**src/rtl/mem_arbiter_pkg.sv**
```systemverilog
// Shared CPU memory types and widths used by the fetch/load-store RAM arbiter.
package mem_arbiter_pkg;

    typedef enum logic [1:0] {
        FREE   = 2'd0,
        BUSY   = 2'd1,
        ACCESS = 2'd2,
        ERROR  = 2'd3
    } ramstate_t;

    localparam int WORD_W   = 32;
    localparam int STREAK_W = 4;

endpackage

```
**src/rtl/mem_arbiter_if.sv**
```systemverilog
// Requester and RAM port bundle for mem_arbiter; master is the arbiter, slave is the CPU/RAM side.
interface mem_arbiter_if;
    import mem_arbiter_pkg::*;

    logic                iREN;
    logic [WORD_W-1:0]   iaddr;
    logic                iwait;
    logic [WORD_W-1:0]   iload;

    logic                dREN;
    logic                dWEN;
    logic [WORD_W-1:0]   daddr;
    logic [WORD_W-1:0]   dstore;
    logic                dwait;
    logic [WORD_W-1:0]   dload;

    logic                ramREN;
    logic                ramWEN;
    logic [WORD_W-1:0]   ramaddr;
    logic [WORD_W-1:0]   ramstore;
    logic [WORD_W-1:0]   ramload;
    ramstate_t           ramstate;

    // Consecutive data grants while fetch waits; exported for observation.
    logic [STREAK_W-1:0] dstreak;

    modport master (
        input  iREN, iaddr, dREN, dWEN, daddr, dstore, ramload, ramstate,
        output iwait, iload, dwait, dload, ramREN, ramWEN, ramaddr, ramstore, dstreak
    );

    modport slave (
        output iREN, iaddr, dREN, dWEN, daddr, dstore, ramload, ramstate,
        input  iwait, iload, dwait, dload, ramREN, ramWEN, ramaddr, ramstore, dstreak
    );

endinterface

```
**src/rtl/mem_arbiter_streak_counter.sv**
```systemverilog
// Saturating data-grant streak counter with clear/increment and an at-max flag.
// Latency: count updates on the clock edge after i_inc/i_clr; o_max is combinational on the count.
// Backpressure: none; increments beyond MAX are ignored.
module streak_counter
    import mem_arbiter_pkg::*;
#(
    parameter int MAX = 4
) (
    input  logic                clk,
    input  logic                rst_n,
    input  logic                i_inc,
    input  logic                i_clr,
    output logic [STREAK_W-1:0] o_cnt,
    output logic                o_max
);

    localparam logic [STREAK_W-1:0] MAX_V = STREAK_W'(MAX);

    logic [STREAK_W-1:0] r_cnt;

    always_ff @(posedge clk or negedge rst_n) begin
        if (!rst_n) begin
            r_cnt <= '0;
        end else if (i_clr) begin
            r_cnt <= '0;
        end else if (i_inc && (r_cnt != MAX_V)) begin
            r_cnt <= r_cnt + 1'b1;
        end
    end

    assign o_cnt = r_cnt;
    assign o_max = (r_cnt == MAX_V);

endmodule

```
**src/rtl/mem_arbiter.sv**
```systemverilog
// Shares one RAM port between fetch and load/store; data wins until fetch has waited DSTREAK_MAX grants.
// Latency: a request seen in IDLE drives the RAM next cycle; wait drops in the cycle ramstate is ACCESS.
// Backpressure: requesters hold until their wait drops; RAM BUSY/ERROR stretches the grant indefinitely.
module mem_arbiter
    import mem_arbiter_pkg::*;
#(
    parameter int DSTREAK_MAX = 4
) (
    input  logic          CLK,
    input  logic          nRST,
    mem_arbiter_if.master bus
);

    typedef enum logic [1:0] {
        IDLE   = 2'd0,
        IGRANT = 2'd1,
        DGRANT = 2'd2
    } arb_state_t;

    arb_state_t          r_state;
    logic [WORD_W-1:0]   r_last_store;

    logic                w_dreq;
    logic                w_access;
    logic                w_force_fetch;
    logic                w_i_done;
    logic                w_d_done;
    logic                w_streak_inc;
    logic                w_streak_clr;
    logic                w_at_max;
    logic [STREAK_W-1:0] w_dstreak;

    assign w_dreq        = bus.dREN | bus.dWEN;
    assign w_access      = (bus.ramstate == ACCESS);
    assign w_force_fetch = bus.iREN & w_at_max;
    assign w_d_done      = (r_state == DGRANT) & w_dreq & w_access;
    assign w_i_done      = (r_state == IGRANT) & bus.iREN & w_access;

    // A data completion extends the streak only if fetch was left waiting.
    assign w_streak_inc  = w_d_done & bus.iREN;
    assign w_streak_clr  = w_i_done | (w_d_done & ~bus.iREN);

    streak_counter #(
        .MAX (DSTREAK_MAX)
    ) u_streak (
        .clk   (CLK),
        .rst_n (nRST),
        .i_inc (w_streak_inc),
        .i_clr (w_streak_clr),
        .o_cnt (w_dstreak),
        .o_max (w_at_max)
    );

    always_ff @(posedge CLK or negedge nRST) begin
        if (!nRST) begin
            r_state      <= IDLE;
            r_last_store <= '0;
        end else begin
            case (r_state)
                IDLE: begin
                    if (w_dreq && !w_force_fetch) begin
                        r_state <= DGRANT;
                    end else if (bus.iREN) begin
                        r_state <= IGRANT;
                    end
                end
                DGRANT: begin
                    r_last_store <= bus.dstore;
                    if (w_d_done || !w_dreq) begin
                        r_state <= IDLE;
                    end
                end
                IGRANT: begin
                    if (w_i_done || !bus.iREN) begin
                        r_state <= IDLE;
                    end
                end
                default: r_state <= IDLE;
            endcase
        end
    end

    // RAM request follows the granted requester directly; fetch leaves ramstore at the last data value.
    always_comb begin
        bus.ramREN   = 1'b0;
        bus.ramWEN   = 1'b0;
        bus.ramaddr  = '0;
        bus.ramstore = '0;
        bus.iload    = '0;
        bus.dload    = '0;
        case (r_state)
            DGRANT: begin
                bus.ramREN   = bus.dREN;
                bus.ramWEN   = bus.dWEN;
                bus.ramaddr  = bus.daddr;
                bus.ramstore = bus.dstore;
                bus.dload    = bus.ramload;
            end
            IGRANT: begin
                bus.ramREN   = 1'b1;
                bus.ramaddr  = bus.iaddr;
                bus.ramstore = r_last_store;
                bus.iload    = bus.ramload;
            end
            default: ;
        endcase
    end

    assign bus.iwait   = ~w_i_done;
    assign bus.dwait   = ~w_d_done;
    assign bus.dstreak = w_dstreak;

endmodule

```
**src/flat_wrapper.sv**
```systemverilog
// flat-port wrapper written by rule: the top's interface ports become plain ports
module mem_arbiter_flat import mem_arbiter_pkg::*;
#(
    parameter int DSTREAK_MAX = 4
)
  (CLK, nRST, bus_iREN, bus_iaddr, bus_dREN, bus_dWEN, bus_daddr, bus_dstore, bus_ramload, bus_ramstate, bus_iwait, bus_iload, bus_dwait, bus_dload, bus_ramREN, bus_ramWEN, bus_ramaddr, bus_ramstore, bus_dstreak);
  mem_arbiter_if bus_i ();
  input  logic CLK;
  input  logic nRST;
  input wire logic [$bits(bus_i.iREN)-1:0] bus_iREN;
  input wire logic [$bits(bus_i.iaddr)-1:0] bus_iaddr;
  input wire logic [$bits(bus_i.dREN)-1:0] bus_dREN;
  input wire logic [$bits(bus_i.dWEN)-1:0] bus_dWEN;
  input wire logic [$bits(bus_i.daddr)-1:0] bus_daddr;
  input wire logic [$bits(bus_i.dstore)-1:0] bus_dstore;
  input wire logic [$bits(bus_i.ramload)-1:0] bus_ramload;
  input wire logic [$bits(bus_i.ramstate)-1:0] bus_ramstate;
  output wire logic [$bits(bus_i.iwait)-1:0] bus_iwait;
  output wire logic [$bits(bus_i.iload)-1:0] bus_iload;
  output wire logic [$bits(bus_i.dwait)-1:0] bus_dwait;
  output wire logic [$bits(bus_i.dload)-1:0] bus_dload;
  output wire logic [$bits(bus_i.ramREN)-1:0] bus_ramREN;
  output wire logic [$bits(bus_i.ramWEN)-1:0] bus_ramWEN;
  output wire logic [$bits(bus_i.ramaddr)-1:0] bus_ramaddr;
  output wire logic [$bits(bus_i.ramstore)-1:0] bus_ramstore;
  output wire logic [$bits(bus_i.dstreak)-1:0] bus_dstreak;
  assign bus_i.iREN = bus_iREN;
  assign bus_i.iaddr = bus_iaddr;
  assign bus_i.dREN = bus_dREN;
  assign bus_i.dWEN = bus_dWEN;
  assign bus_i.daddr = bus_daddr;
  assign bus_i.dstore = bus_dstore;
  assign bus_i.ramload = bus_ramload;
  assign bus_i.ramstate = bus_ramstate;
  assign bus_iwait = bus_i.iwait;
  assign bus_iload = bus_i.iload;
  assign bus_dwait = bus_i.dwait;
  assign bus_dload = bus_i.dload;
  assign bus_ramREN = bus_i.ramREN;
  assign bus_ramWEN = bus_i.ramWEN;
  assign bus_ramaddr = bus_i.ramaddr;
  assign bus_ramstore = bus_i.ramstore;
  assign bus_dstreak = bus_i.dstreak;
  mem_arbiter #(.DSTREAK_MAX(DSTREAK_MAX)) u_core (.CLK(CLK), .nRST(nRST), .bus(bus_i));
endmodule
```
**config.mk**
```make
export PLATFORM = sky130hd
export DESIGN_NAME = mem_arbiter_flat
export DESIGN_NICKNAME = d
export VERILOG_FILES = /design/src/rtl/mem_arbiter_pkg.sv /design/src/rtl/mem_arbiter_if.sv /design/src/rtl/mem_arbiter_streak_counter.sv /design/src/rtl/mem_arbiter.sv /design/src/flat_wrapper.sv
export SDC_FILE = /design/constraint.sdc
export NUM_CORES = 1
export LEC_CHECK = 0
export BUFFER_PORTS_ARGS = -buffer_cell sky130_fd_sc_hd__buf_2
export CORE_MARGIN = 4
export CORE_UTILIZATION = 25
export CTS_BUF_LIST = sky130_fd_sc_hd__clkbuf_8
export CTS_CLUSTER_DIAMETER = 100
export DETAILED_ROUTE_END_ITERATION = 6
export GPL_TIMING_DRIVEN = 0
export PLACE_DENSITY = 0.66
export SLEW_MARGIN = 20
export SYNTH_ARGS = -nofsm -noshare
export SYNTH_HDL_FRONTEND = slang
export SYNTH_SLANG_ARGS = --single-unit
```
**constraint.sdc**
```tcl
create_clock -name CLK -period 1.8 [get_ports CLK]
set_input_delay 0.36 -clock CLK [delete_from_list [all_inputs] [get_ports CLK]]
set_output_delay 0.36 -clock CLK [all_outputs]
set_load 0.02 [all_outputs]
```
==> results.md <==
- Status: complete, but fails checks
- Violations in the final reports: setup timing
- Synthesized flop and latch total: 38
- R2r worst-path depth: 7
- Top FF cell, synth: dfrtp_1
- Final Critical Period: 2.04 ns
- Drt via density: 4.58
- Category of the most critical setup path: reg -> out
- Cell Count, Final, Fillers Out: 841
- Gate count of the mapped netlist: 402
- Critical path endpoint: bus_iload[16]
- First-pass GRT wire length: 19300 um
- Leakage power of the design: 3.17 nW
- Cell types occupying the most area after synthesis: dfrtp_1 (32%), and2_1 (14%), nand2_1 (8.5%)
- Die Y-Extent: 117 um
- Via count of the first global-routing pass: 3631
- Number of distinct standard cells referenced by the synthesized netlist: 26
- Core Rows: 39
- Worst slack at placement: -0.593 ns
- Total number of vias: 3849
- Max-capacitance violation count: 0
- Final global-route overflow total: 0
- Core region area: 11500 um2
- Wire length after detailed routing: 14600 um
- Synth area leader: dfrtp_1
- CTS max path bufs: 2
- Overall power consumption: 0.0113 W
- Maximum level of the CTS H-tree: 2
- Max-slew violations: 0
- Capture point of the worst reg-to-reg path: u_core.u_streak.o_cnt[3]
- Die Wd: 117 um
- Slew headroom: 0.415
- Max Clock Skew: 0.00585 ns
- EDFF count, synth: 0
- Inserted Clock Buffers: 5
- Maximum fanout along the worst path: 10
- DRC violations left: 0
- Minimum setup slack among reg-to-reg paths: -0.01 ns
- Area of the die: 13600 um2
- Global Route Usage Sum: 0.180
- Sequential cell area fraction in the yosys report: 0.322
- Antenna violation net count after detailed routing: 0
- Area growth from synthesis to layout: 114%
- Count of hold-fix buffers inserted at cts: 0
- Min-Delay Path Class: in -> async
- Clock root buffer master: clkbuf_8
- Power Dens Cells: 1780 nW/um2
- Initial Util: 0.257
- Wire per inst: 17.3 um
- Area occupied by multi-input gates: 2310 um2
- Ratio of final minimum period to clock period: 1.14
- Top cells by count, synth: and2_1 (68), nand2_1 (67), dfrtp_1 (38), inv_1 (38), o21ai_0 (34)
- Arr. time, crit path: 1.68 ns
- Highest ir drop seen on vdd: 0.747 mV
- CTS tree: yes
- Total iterations of the first detailed-routing run: 6
- Layout cell share with drive strength beyond 1: 0.695
- Crit end category: primary output
- Largest net degree at the start of global routing: 39
- Half-perimeter wire length of the detailed placement result: 10500 um
- Critical Path RT: 1.44 ns
- Max Fclk: 0.489 GHz
- Critical Path Source: u_core.r_state[0]
- Category of the worst setup path launch point: register
- Reg area: 952 um2
- Worst r2r src: u_core.r_state[0]
- Post-synth ARST share: 1.00
- Avg Synthesized Cell Area: 7.35 um2
- Area share of the leading cell type in the synthesized netlist: 0.322
- Final WS setup: -0.244 ns
- Synthesized netlist net count: 542
- Count of port buffers added during placement: 270
- Most frequent cell after synthesis: and2_1
- Placed Instances: 815
- Total clock sinks: 38
- Top Ports: 271
- Worst skew pair latency: 0.28 ns
- Antenna violations before repair: 0
- Final core occ: 0.550
- Clock transition at the register clock pins on the worst setup and hold paths after CTS: 0.08 ns
- Number of setup violations in the final report: 133
- Count of final hold-check violations: 0
- Syn Std Cell Area: 2960 um2
- Final-layout fill cell count: 1043
- Initial detailed-routing violation count: 126
- Yosys Warn Count: 0
- Final Wtd Congestion: 0.852
- RSZ-0062 raised after global routing: yes
- Antenna diodes: 0
- Transition time at the pin with the least slew margin: 0.877 ns
- Count of nets after finishing: 837
==> critical path, stage by stage (launching register included) <==
cell and delay [ns]:
dfrtp_1 0.39, buf_4 0.15, ha_4 0.19, clkbuf_8 0.16, clkbuf_8 0.15, and2_2 0.21, buf_6 0.14
==> per-stage QoR <==
stage	cell area, um2	TNS, ns	hold slack [ns]
global placement	4720	-57.41	0.525
detailed placement	4720	-57.28	0.531
finish	6330	-24.24	0.187
CTS	5540	-31.58	0.214
global route	6330	-36.44	0.250
floorplan	3190	-0.380	0.0644
==> state kept, by name (all words and copies together), names as in the netlist <==
register,count
u_core.r_state,2
u_core.u_streak.o_cnt,4
u_core.r_last_store,32
==> repair_timing <==
item	CTS	global route
setup endpoints to repair	144	140
buffers inserted	4	8
pin swaps	1	39
cloned	2	5
gates resized for setup	204	187
==> power breakdown <==
| group | switching [W] | internal, W | total [W] |
|---|---|---|---|
| Sequential | 0.000279 | 0.00126 | 0.00154 |
| Combinational | 0.00435 | 0.00449 | 0.00885 |
| Clock | 0.000300 | 0.000591 | 0.000891 |
==> routing by layer <==
metal  part of all wire  track usage
met5                  0            0
met4              0.017       0.0520
met3              0.065       0.0347
met2               0.53        0.316
met1               0.38        0.225
==> cell type report <==
cell class              count  area share
flip-flops and latches     38       0.150
inverters                  38      0.0233
clock buffers               6      0.0130
repair buffers            289       0.347
plain buffers              31      0.0628
multi-input cells         294       0.365
clock inverters             2     0.00949
well taps                 143      0.0283
==> placed cells by master (no fill, tap or decap), types with 14 or more instances in the layout <==
| master | synthesis | final |
|---|---|---|
| a21boi_2 | 0 | 29 |
| a22oi_1 | 32 | 16 |
| a22oi_2 | 0 | 16 |
| and2_1 | 68 | 23 |
| and2_2 | 0 | 20 |
| and2_4 | 0 | 25 |
| buf_2 | 1 | 156 |
| buf_4 | 0 | 49 |
| buf_6 | 0 | 80 |
| dfrtp_1 | 38 | 37 |
| inv_1 | 38 | 35 |
| nand2_1 | 67 | 44 |
| nand2_4 | 0 | 14 |
| nor2b_2 | 0 | 33 |
| o21ai_0 | 34 | 34 |
==> worst min-delay path by stage <==
stage	end	startpoint	cells after the start
6_report	u_core.u_streak.o_cnt[1]	nRST	1
5_1_grt	u_core.u_streak.o_cnt[1]	nRST	1
2_1_floorplan	u_core.r_last_store[0]	nRST	0
3_5_place_dp	u_core.u_streak.o_cnt[1]	nRST	1
4_1_cts	u_core.u_streak.o_cnt[1]	nRST	1
3_3_place_gp	u_core.r_last_store[11]	u_core.r_last_store[11]	2
==> logic make-up (layout without fill, tap and decap cells) <==
kind of cell,after synthesis,in the layout,synth area share
AOI/OAI and AO/OA,110,110,0.246
adders and majority gates,5,5,0.0212
buffers and inverters,70,366,0.0893
DFF,38,38,0.322
and+or+nand+nor,179,179,0.322
Power figures use the tool's default switching activity.
